<file path="src/rtl/pwm_fade_ctrl_pkg.sv">
// Shared types and constants for the PWM fade controller.
// Also used by the optional PWM_FADE_BREATHE_EN build.
package pwm_ctrl_pkg;

  localparam int DUTY_W_DEF  = 8;
  localparam int PRESC_W_DEF = 16;

  // A requested step of zero would never reach the target.
  localparam logic [3:0] STEP_MIN = 4'd1;

  typedef enum logic [1:0] {
    ST_IDLE = 2'd0,
    ST_UP   = 2'd1,
    ST_DOWN = 2'd2
  } fade_state_e;

  function automatic logic [3:0] norm_step(input logic [3:0] s);
    return (s == 4'd0) ? STEP_MIN : s;
  endfunction

endpackage

</file>
<file path="src/rtl/pwm_fade_ctrl_if.sv">
// Fade command channel between the SPI requester and the fade controller.
// Handshake: a command transfers on a rising edge where cmd_valid && cmd_ready; the requester holds it until then.
interface pwm_fade_if
  import pwm_ctrl_pkg::*;
#(
    parameter int DUTY_W  = DUTY_W_DEF,
    parameter int PRESC_W = PRESC_W_DEF
);

  logic               cmd_valid;
  logic               cmd_ready;
  logic [DUTY_W-1:0]  cmd_target;
  logic [3:0]         cmd_step;
  logic [PRESC_W-1:0] cmd_prescale;
  logic               cmd_breathe;
  logic [DUTY_W-1:0]  cmd_floor;
  logic               abort;

  modport master(
      output cmd_valid, cmd_target, cmd_step, cmd_prescale, cmd_breathe, cmd_floor, abort,
      input  cmd_ready
  );

  modport slave(
      input  cmd_valid, cmd_target, cmd_step, cmd_prescale, cmd_breathe, cmd_floor, abort,
      output cmd_ready
  );

endinterface

</file>
<file path="src/rtl/pwm_fade_ctrl_step_timer.sv">
// Step-interval counter: step_tick is high in the cycle whose edge applies one step,
// i.e. every prescale+1 enabled cycles after a clear.
module pwm_step_timer #(
    parameter int PRESC_W = 16
) (
    input  logic               clk,
    input  logic               rst_n,
    input  logic               clear,
    input  logic               enable,
    input  logic [PRESC_W-1:0] prescale,
    output logic               step_tick
);

  logic [PRESC_W-1:0] cnt;

  assign step_tick = enable && (cnt == prescale);

  always_ff @(posedge clk) begin
    if (!rst_n) begin
      cnt <= '0;
    end else if (clear) begin
      cnt <= '0;
    end else if (enable) begin
      cnt <= (cnt == prescale) ? '0 : cnt + 1'b1;
    end
  end

endmodule

</file>
<file path="src/rtl/pwm_fade_ctrl.sv">
// Duty-cycle ramp controller: walks duty_out toward a commanded target in saturating steps.
// Define PWM_FADE_BREATHE_EN to enable breathing between cmd_floor and cmd_target.
module pwm_fade_ctrl
  import pwm_ctrl_pkg::*;
#(
    parameter int DUTY_W  = DUTY_W_DEF,
    parameter int PRESC_W = PRESC_W_DEF
) (
    input  logic              clk,
    input  logic              rst_n,
    pwm_fade_if.slave         cmd,
    output logic [DUTY_W-1:0] duty_out,
    output logic              busy,
    output logic              done,
    output logic [1:0]        dbg_state
);

  localparam logic [1:0] IDLE = 2'(ST_IDLE);
  localparam logic [1:0] UP   = 2'(ST_UP);
  localparam logic [1:0] DOWN = 2'(ST_DOWN);

  logic [1:0]         state;
  logic [DUTY_W-1:0]  goal_q;
  logic [3:0]         step_q;
  logic [PRESC_W-1:0] presc_q;
  logic               accept;
  logic               step_tick;
  logic [DUTY_W:0]    step_ext;
  logic [DUTY_W:0]    sum;
  logic [DUTY_W:0]    diff;
  logic [DUTY_W-1:0]  up_val;
  logic [DUTY_W-1:0]  down_val;
  logic [DUTY_W-1:0]  next_duty;

`ifdef PWM_FADE_BREATHE_EN
  logic               breathe_q;
  logic [DUTY_W-1:0]  target_q;
  logic [DUTY_W-1:0]  floor_q;
`else
  logic               breathe_unused;
  assign breathe_unused = &{1'b0, cmd.cmd_breathe, cmd.cmd_floor};
`endif

  assign dbg_state     = state;
  assign cmd.cmd_ready = (state == IDLE) && !cmd.abort;
  assign accept        = cmd.cmd_valid && cmd.cmd_ready;

  // One bit of headroom so the sum cannot wrap and the difference exposes a borrow.
  assign step_ext = {{(DUTY_W - 3){1'b0}}, step_q};
  assign sum      = {1'b0, duty_out} + step_ext;
  assign diff     = {1'b0, duty_out} - step_ext;
  assign up_val   = (sum > {1'b0, goal_q}) ? goal_q : sum[DUTY_W-1:0];
  assign down_val = (diff[DUTY_W] || (diff[DUTY_W-1:0] < goal_q)) ? goal_q : diff[DUTY_W-1:0];
  assign next_duty = (state == UP) ? up_val : down_val;

  pwm_step_timer #(
      .PRESC_W(PRESC_W)
  ) u_timer (
      .clk      (clk),
      .rst_n    (rst_n),
      .clear    (accept),
      .enable   (state != IDLE),
      .prescale (presc_q),
      .step_tick(step_tick)
  );

  always_ff @(posedge clk) begin
    if (!rst_n) begin
      state    <= IDLE;
      duty_out <= '0;
      busy     <= 1'b0;
      done     <= 1'b0;
      goal_q   <= '0;
      step_q   <= '0;
      presc_q  <= '0;
`ifdef PWM_FADE_BREATHE_EN
      breathe_q <= 1'b0;
      target_q  <= '0;
      floor_q   <= '0;
`endif
    end else begin
      done <= 1'b0;
      case (state)
        IDLE: begin
          if (accept) begin
            goal_q  <= cmd.cmd_target;
            step_q  <= norm_step(cmd.cmd_step);
            presc_q <= cmd.cmd_prescale;
`ifdef PWM_FADE_BREATHE_EN
            breathe_q <= cmd.cmd_breathe && (cmd.cmd_floor < cmd.cmd_target);
            target_q  <= cmd.cmd_target;
            floor_q   <= cmd.cmd_floor;
`endif
            if (cmd.cmd_target > duty_out) begin
              state <= UP;
              busy  <= 1'b1;
            end else if (cmd.cmd_target < duty_out) begin
              state <= DOWN;
              busy  <= 1'b1;
            end else begin
              done <= 1'b1;
            end
          end
        end
        UP, DOWN: begin
          if (cmd.abort) begin
            state <= IDLE;
            busy  <= 1'b0;
          end else if (step_tick) begin
            duty_out <= next_duty;
            if (next_duty == goal_q) begin
`ifdef PWM_FADE_BREATHE_EN
              // Reaching the target heads for the floor; anything else heads back up.
              if (breathe_q) begin
                if (goal_q == target_q) begin
                  state  <= DOWN;
                  goal_q <= floor_q;
                end else begin
                  state  <= UP;
                  goal_q <= target_q;
                end
              end else begin
                state <= IDLE;
                busy  <= 1'b0;
                done  <= 1'b1;
              end
`else
              state <= IDLE;
              busy  <= 1'b0;
              done  <= 1'b1;
`endif
            end
          end
        end
        default: begin
          state <= IDLE;
          busy  <= 1'b0;
        end
      endcase
    end
  end

endmodule
</file>
<file path="src/flat_wrapper.sv">
// flat-port wrapper written by rule: the top's interface ports become plain ports
module pwm_fade_ctrl_flat import pwm_ctrl_pkg::*;
#(
    parameter int DUTY_W  = DUTY_W_DEF,
    parameter int PRESC_W = PRESC_W_DEF
)
  (clk, rst_n, duty_out, busy, done, dbg_state, cmd_cmd_valid, cmd_cmd_target, cmd_cmd_step, cmd_cmd_prescale, cmd_cmd_breathe, cmd_cmd_floor, cmd_abort, cmd_cmd_ready);
  pwm_fade_if #(.DUTY_W(DUTY_W), .PRESC_W(PRESC_W)) cmd_i ();
  input  logic clk;
  input  logic rst_n;
  output logic [DUTY_W-1:0] duty_out;
  output logic busy;
  output logic done;
  output logic [1:0] dbg_state;
  input wire logic [$bits(cmd_i.cmd_valid)-1:0] cmd_cmd_valid;
  input wire logic [$bits(cmd_i.cmd_target)-1:0] cmd_cmd_target;
  input wire logic [$bits(cmd_i.cmd_step)-1:0] cmd_cmd_step;
  input wire logic [$bits(cmd_i.cmd_prescale)-1:0] cmd_cmd_prescale;
  input wire logic [$bits(cmd_i.cmd_breathe)-1:0] cmd_cmd_breathe;
  input wire logic [$bits(cmd_i.cmd_floor)-1:0] cmd_cmd_floor;
  input wire logic [$bits(cmd_i.abort)-1:0] cmd_abort;
  output wire logic [$bits(cmd_i.cmd_ready)-1:0] cmd_cmd_ready;
  assign cmd_i.cmd_valid = cmd_cmd_valid;
  assign cmd_i.cmd_target = cmd_cmd_target;
  assign cmd_i.cmd_step = cmd_cmd_step;
  assign cmd_i.cmd_prescale = cmd_cmd_prescale;
  assign cmd_i.cmd_breathe = cmd_cmd_breathe;
  assign cmd_i.cmd_floor = cmd_cmd_floor;
  assign cmd_i.abort = cmd_abort;
  assign cmd_cmd_ready = cmd_i.cmd_ready;
  pwm_fade_ctrl #(.DUTY_W(DUTY_W), .PRESC_W(PRESC_W)) u_core (.clk(clk), .rst_n(rst_n), .cmd(cmd_i), .duty_out(duty_out), .busy(busy), .done(done), .dbg_state(dbg_state));
endmodule
</file>
<file path="config.mk">
export PLATFORM = sky130hd
export DESIGN_NAME = pwm_fade_ctrl_flat
export DESIGN_NICKNAME = d
export VERILOG_FILES = /design/src/rtl/pwm_fade_ctrl_pkg.sv /design/src/rtl/pwm_fade_ctrl_if.sv /design/src/rtl/pwm_fade_ctrl_step_timer.sv /design/src/rtl/pwm_fade_ctrl.sv /design/src/flat_wrapper.sv
export SDC_FILE = /design/constraint.sdc
export NUM_CORES = 1
export LEC_CHECK = 0
export BUFFER_PORTS_ARGS = -buffer_cell sky130_fd_sc_hd__buf_2
export CAP_MARGIN = 10
export CORE_ASPECT_RATIO = 1.75
export CORE_MARGIN = 8
export CORE_UTILIZATION = 43
export CTS_CLUSTER_SIZE = 12
export DETAILED_ROUTE_END_ITERATION = 10
export GPL_TIMING_DRIVEN = 0
export PLACE_DENSITY = 0.67
export SLEW_MARGIN = 40
export SYNTH_ARGS = -nofsm -noshare
export SYNTH_HDL_FRONTEND = slang
export SYNTH_SLANG_ARGS = --single-unit
</file>
<file path="constraint.sdc">
create_clock -name clk -period 3.22 [get_ports clk]
set_clock_uncertainty 0.05 [all_clocks]
set_input_delay 0.322 -clock clk [delete_from_list [all_inputs] [get_ports clk]]
set_output_delay 0.322 -clock clk [all_outputs]
set_load 0.02 [all_outputs]
</file>
==> impl_metrics.csv <==
group,metric,value,unit
logic_synthesis,yosys.cell_types.count,61,
finish,num-fill-cells,868,
timing,hold_violations,0,
floorplan,core-area,0.00867,mm^2
run_status,status,"finished with violations",
detailed_routing,route.detailed.vias_per_inst,5.48,
finish,final_cell_count_no_fill,669,
clock_network,worst_skew_pair.late_latency,310,ps
finish,area_growth_from_synthesis_to_final_layout,29.3,%
detailed_routing,route.met3.wl,402,um
logic_synthesis,synth_edf_count,0,
detailed_routing,wirelength_met1,4.13,mm
timing,finalWorstPathRequiredPeriod,3260,ps
logic_synthesis,postSynthAreaPerCell,8.12,um^2
logic_synthesis,synth_cells,475,
finish,antenna_cells_inserted,0,
finish,leading_cell_type_in_the_layout_fill_and_taps_excluded,"sky130_fd_sc_hd__nand2_1",
detailed_routing,ant_nets,0,
setup_path,critical_path_peak_fanout,4,
timing,highest_attainable_clock_frequency,0.307,GHz
run,max_cap_violations,0,
placement,place.detailed.hpwl,8.98,mm
floorplan,die_h,141,um
logic_synthesis,ys.warnings.count,0,
logic_synthesis,mappedNetlistNets,553,
detailed_routing,drt_iter0_markers,132,
clock_network,tritoncts,"done",
clock_network,htree_levels,2,
power_and_ir_drop,powerDensity,634,mW/mm^2
logic_synthesis,postSynth.topFlopCell,"sky130_fd_sc_hd__dfxtp_1",
finish,number_of_nets_in_the_layout,629,
power_and_ir_drop,p_leak,2.02,nW
timing,fin_ws,-42.0,ps
finish,post_route_cells_drive_above_1_share,28.3,%
logic_synthesis,ys_seq_elements,56,
clock_network,clock-sinks,56,
floorplan,initial_core_utilization,44.5,%
finish,layout_common_cells,"75 x sky130_fd_sc_hd__nand2_1, 49 x sky130_fd_sc_hd__dfxtp_1, 46 x sky130_fd_sc_hd__buf_2",
timing,relative_slew_slack,48.7,%
logic_synthesis,synth_top_cell_area_share,29.1,%
placement,port_buffers,43,
timing,layout_worst_path_cycle_share,101,%
clock_network,hold_buffers,0,
logic_synthesis,netlist.top_cell.by_area,"sky130_fd_sc_hd__dfxtp_1",
logic_synthesis,ys_top_cells_by_area,"sky130_fd_sc_hd__dfxtp_1 29%, sky130_fd_sc_hd__ha_1 11%, sky130_fd_sc_hd__xnor2_1 7.5%, sky130_fd_sc_hd__nand2_1 7.4%, sky130_fd_sc_hd__a21oi_1 6.0%",
logic_synthesis,synthArstFlopShare,0,%
timing,timing_worst_slew_pin_value,770,ps
clock_network,cts-buffers-inserted,5,
clock_network,max-clock-path-buffers,2,
timing,finalSetupViolations,7,
clock_network,root_buffer,"sky130_fd_sc_hd__clkbuf_16",
run_status,violations,"negative setup slack",
placement,globalplace.congestion,0.924,
floorplan,floorplan.die.width,87.6,um
grt,first_global_vias,3807,
setup_path,start_kind,"flip-flop",
floorplan,io_pins,54,
grt,grt_remaining_overflow,0,
grt,grt_use_total,19.4,%
placement,place_inst,635,
detailed_routing,detail_route.wirelength,11.8,mm
detailed_routing,num_vias,3667,
setup_path,crit_arrival,3380,ps
floorplan,fp.dieArea,0.0124,mm^2
power_and_ir_drop,ir_worst_vdd,0.345,mV
grt,pin_count_of_the_biggest_net_entering_global_routing,18,
detailed_routing,drt_pass1_iterations,4,
timing,rsz0062_at_grt,"yes",
grt,antenna_found_initial,0,
detailed_routing,highest_layer,"met4",
power_and_ir_drop,power.total,3.16,mW
detailed_routing,met2_length,6.66,mm
timing,slew_viol_final,0,
clock_network,clkSlewWorstSetupHoldPaths,80,ps
floorplan,row_count,45,
logic_synthesis,syn_area,0.00385,mm^2
worst_hold_path,worstHoldPathType,"input pin to flip-flop",
detailed_routing,wl_per_cell,17.6,um
grt,grt_first_pass_wirelength,18.5,mm
logic_synthesis,ys_seq_area_share,29.1,%
setup_path,critical_path_required,3340,ps
setup_path,crit_path_end_kind,"flip-flop",
setup_path,criticalPathCategory,"flip-flop to flip-flop",
detailed_routing,remaining_drc_errors,0,
## critical path, cell delays in order (launching register included)
cell	delay (ps)
sky130_fd_sc_hd__dfxtp_2	330
sky130_fd_sc_hd__inv_2	60
sky130_fd_sc_hd__ha_4	140
sky130_fd_sc_hd__inv_2	50
sky130_fd_sc_hd__fa_2	390
sky130_fd_sc_hd__a21o_4	250
sky130_fd_sc_hd__a21oi_4	180
sky130_fd_sc_hd__xnor2_2	80
sky130_fd_sc_hd__ha_1	320
sky130_fd_sc_hd__nand4_1	150
sky130_fd_sc_hd__a21oi_2	60
sky130_fd_sc_hd__a21oi_4	290
sky130_fd_sc_hd__nor3_4	110
sky130_fd_sc_hd__buf_4	190
sky130_fd_sc_hd__buf_4	130
sky130_fd_sc_hd__a221oi_2	240
sky130_fd_sc_hd__a21oi_1	100
## final timing paths
kind,from,end,slack (ps),depth (start not counted)
max,u_core.duty_out[0]$_SDFFE_PN0P_,u_core.duty_out[7]$_SDFFE_PN0P_,-40,16
min,cmd_cmd_prescale[3],u_core.presc_q[3]$_SDFFE_PN0P_,200,3
max reg2reg,u_core.duty_out[0]$_SDFFE_PN0P_,u_core.duty_out[7]$_SDFFE_PN0P_,-40,16
min reg2reg,u_core.presc_q[9]$_SDFFE_PN0P_,u_core.presc_q[9]$_SDFFE_PN0P_,420,2
## metrics by stage
step | instance area (um^2) | setup WS [ps] | TNS, ps | hold WS (ps) | util [%]
finish | 4980 | -42.0 | -110 | 203 | 57.5
global route | 4980 | -138 | -1290 | 205 | 57.5
CTS | 4820 | -76.0 | -514 | 200 | 55.6
detailed placement | 4240 | -604 | -6750 | 411 | 48.8
global placement | 4240 | -542 | -5920 | 407 | 48.8
floorplan | 3870 | 3.75 | 0 | 398 | -
## power breakdown
part | internal, mW | leakage, nW | total [mW] | switching [mW]
Clock | 0.311 | 0.0691 | 0.586 | 0.276
Sequential | 0.753 | 0.459 | 0.814 | 0.0610
Combinational | 0.780 | 1.49 | 1.76 | 0.978
Total | 1.84 | 2.02 | 3.16 | 1.32
## routing by layer
| metal | global-route usage, % | up-vias |
|---|---|---|
| li1 | - | 1800 |
| met4 | 13.0 | 0 |
| met1 | 17.9 | 1740 |
| met5 | 0 | - |
| met3 | 2.78 | 39 |
| met2 | 37.1 | 88 |
## cell type report
class	count	area (um^2)	share of cell area (%)
multi-input combinational	373	2940	59.0
sequential	56	1130	22.8
timing repair buffer	69	422	8.46
tap	117	146	2.94
clock buffer	6	139	2.79
inverter	28	111	2.23
buffer	18	75.1	1.51
clock inverter	2	15.0	0.301
## synth_stat cells, drive strengths merged (3+ instances only)
master	count
nand4	8
nand2	76
clkbuf	12
xor2	22
nor2b	8
a21oi	47
a31oi	4
a21o	6
xnor2	34
a211oi	5
nand2b	3
o22a	4
or2	3
dfxtp	56
ha	35
nor2	23
and3	12
o21ai	14
buf	6
o211ai	5
inv	25
or3	4
nor3	10
nand3	14
clkinv	3
o31ai	7
## kinds of logic (layout without fill, tap and decap cells)
logic type,count (synthesis),count (layout),share of synthesized area (%)
muxes,1,1,0.260
AOI/OAI and AO/OA,109,109,18.8
xor gates and xnor gates,57,57,13.5
DFF,56,56,29.1
and+or+nand+nor,169,169,21.4
buffers and inverters,46,123,4.61
adders and majority gates,37,37,12.4
## state kept, by name (all words and copies together) (netlist names)
| register | cells |
|---|---|
| u_core.dbg_state | 2 |
| u_core.busy | 1 |
| u_core.done | 1 |
| u_core.u_timer.cnt | 16 |
| u_core.goal_q | 8 |
| u_core.duty_out | 8 |
| u_core.step_q | 4 |
| u_core.presc_q | 16 |
## what timing repair did
item,4_1_cts,5_1_grt
setup buffers,21,6
pin swaps,31,26
endpoints found under the setup margin,12,12
resized for setup,62,24
Note: power is estimated with default switching activity, not from simulation.
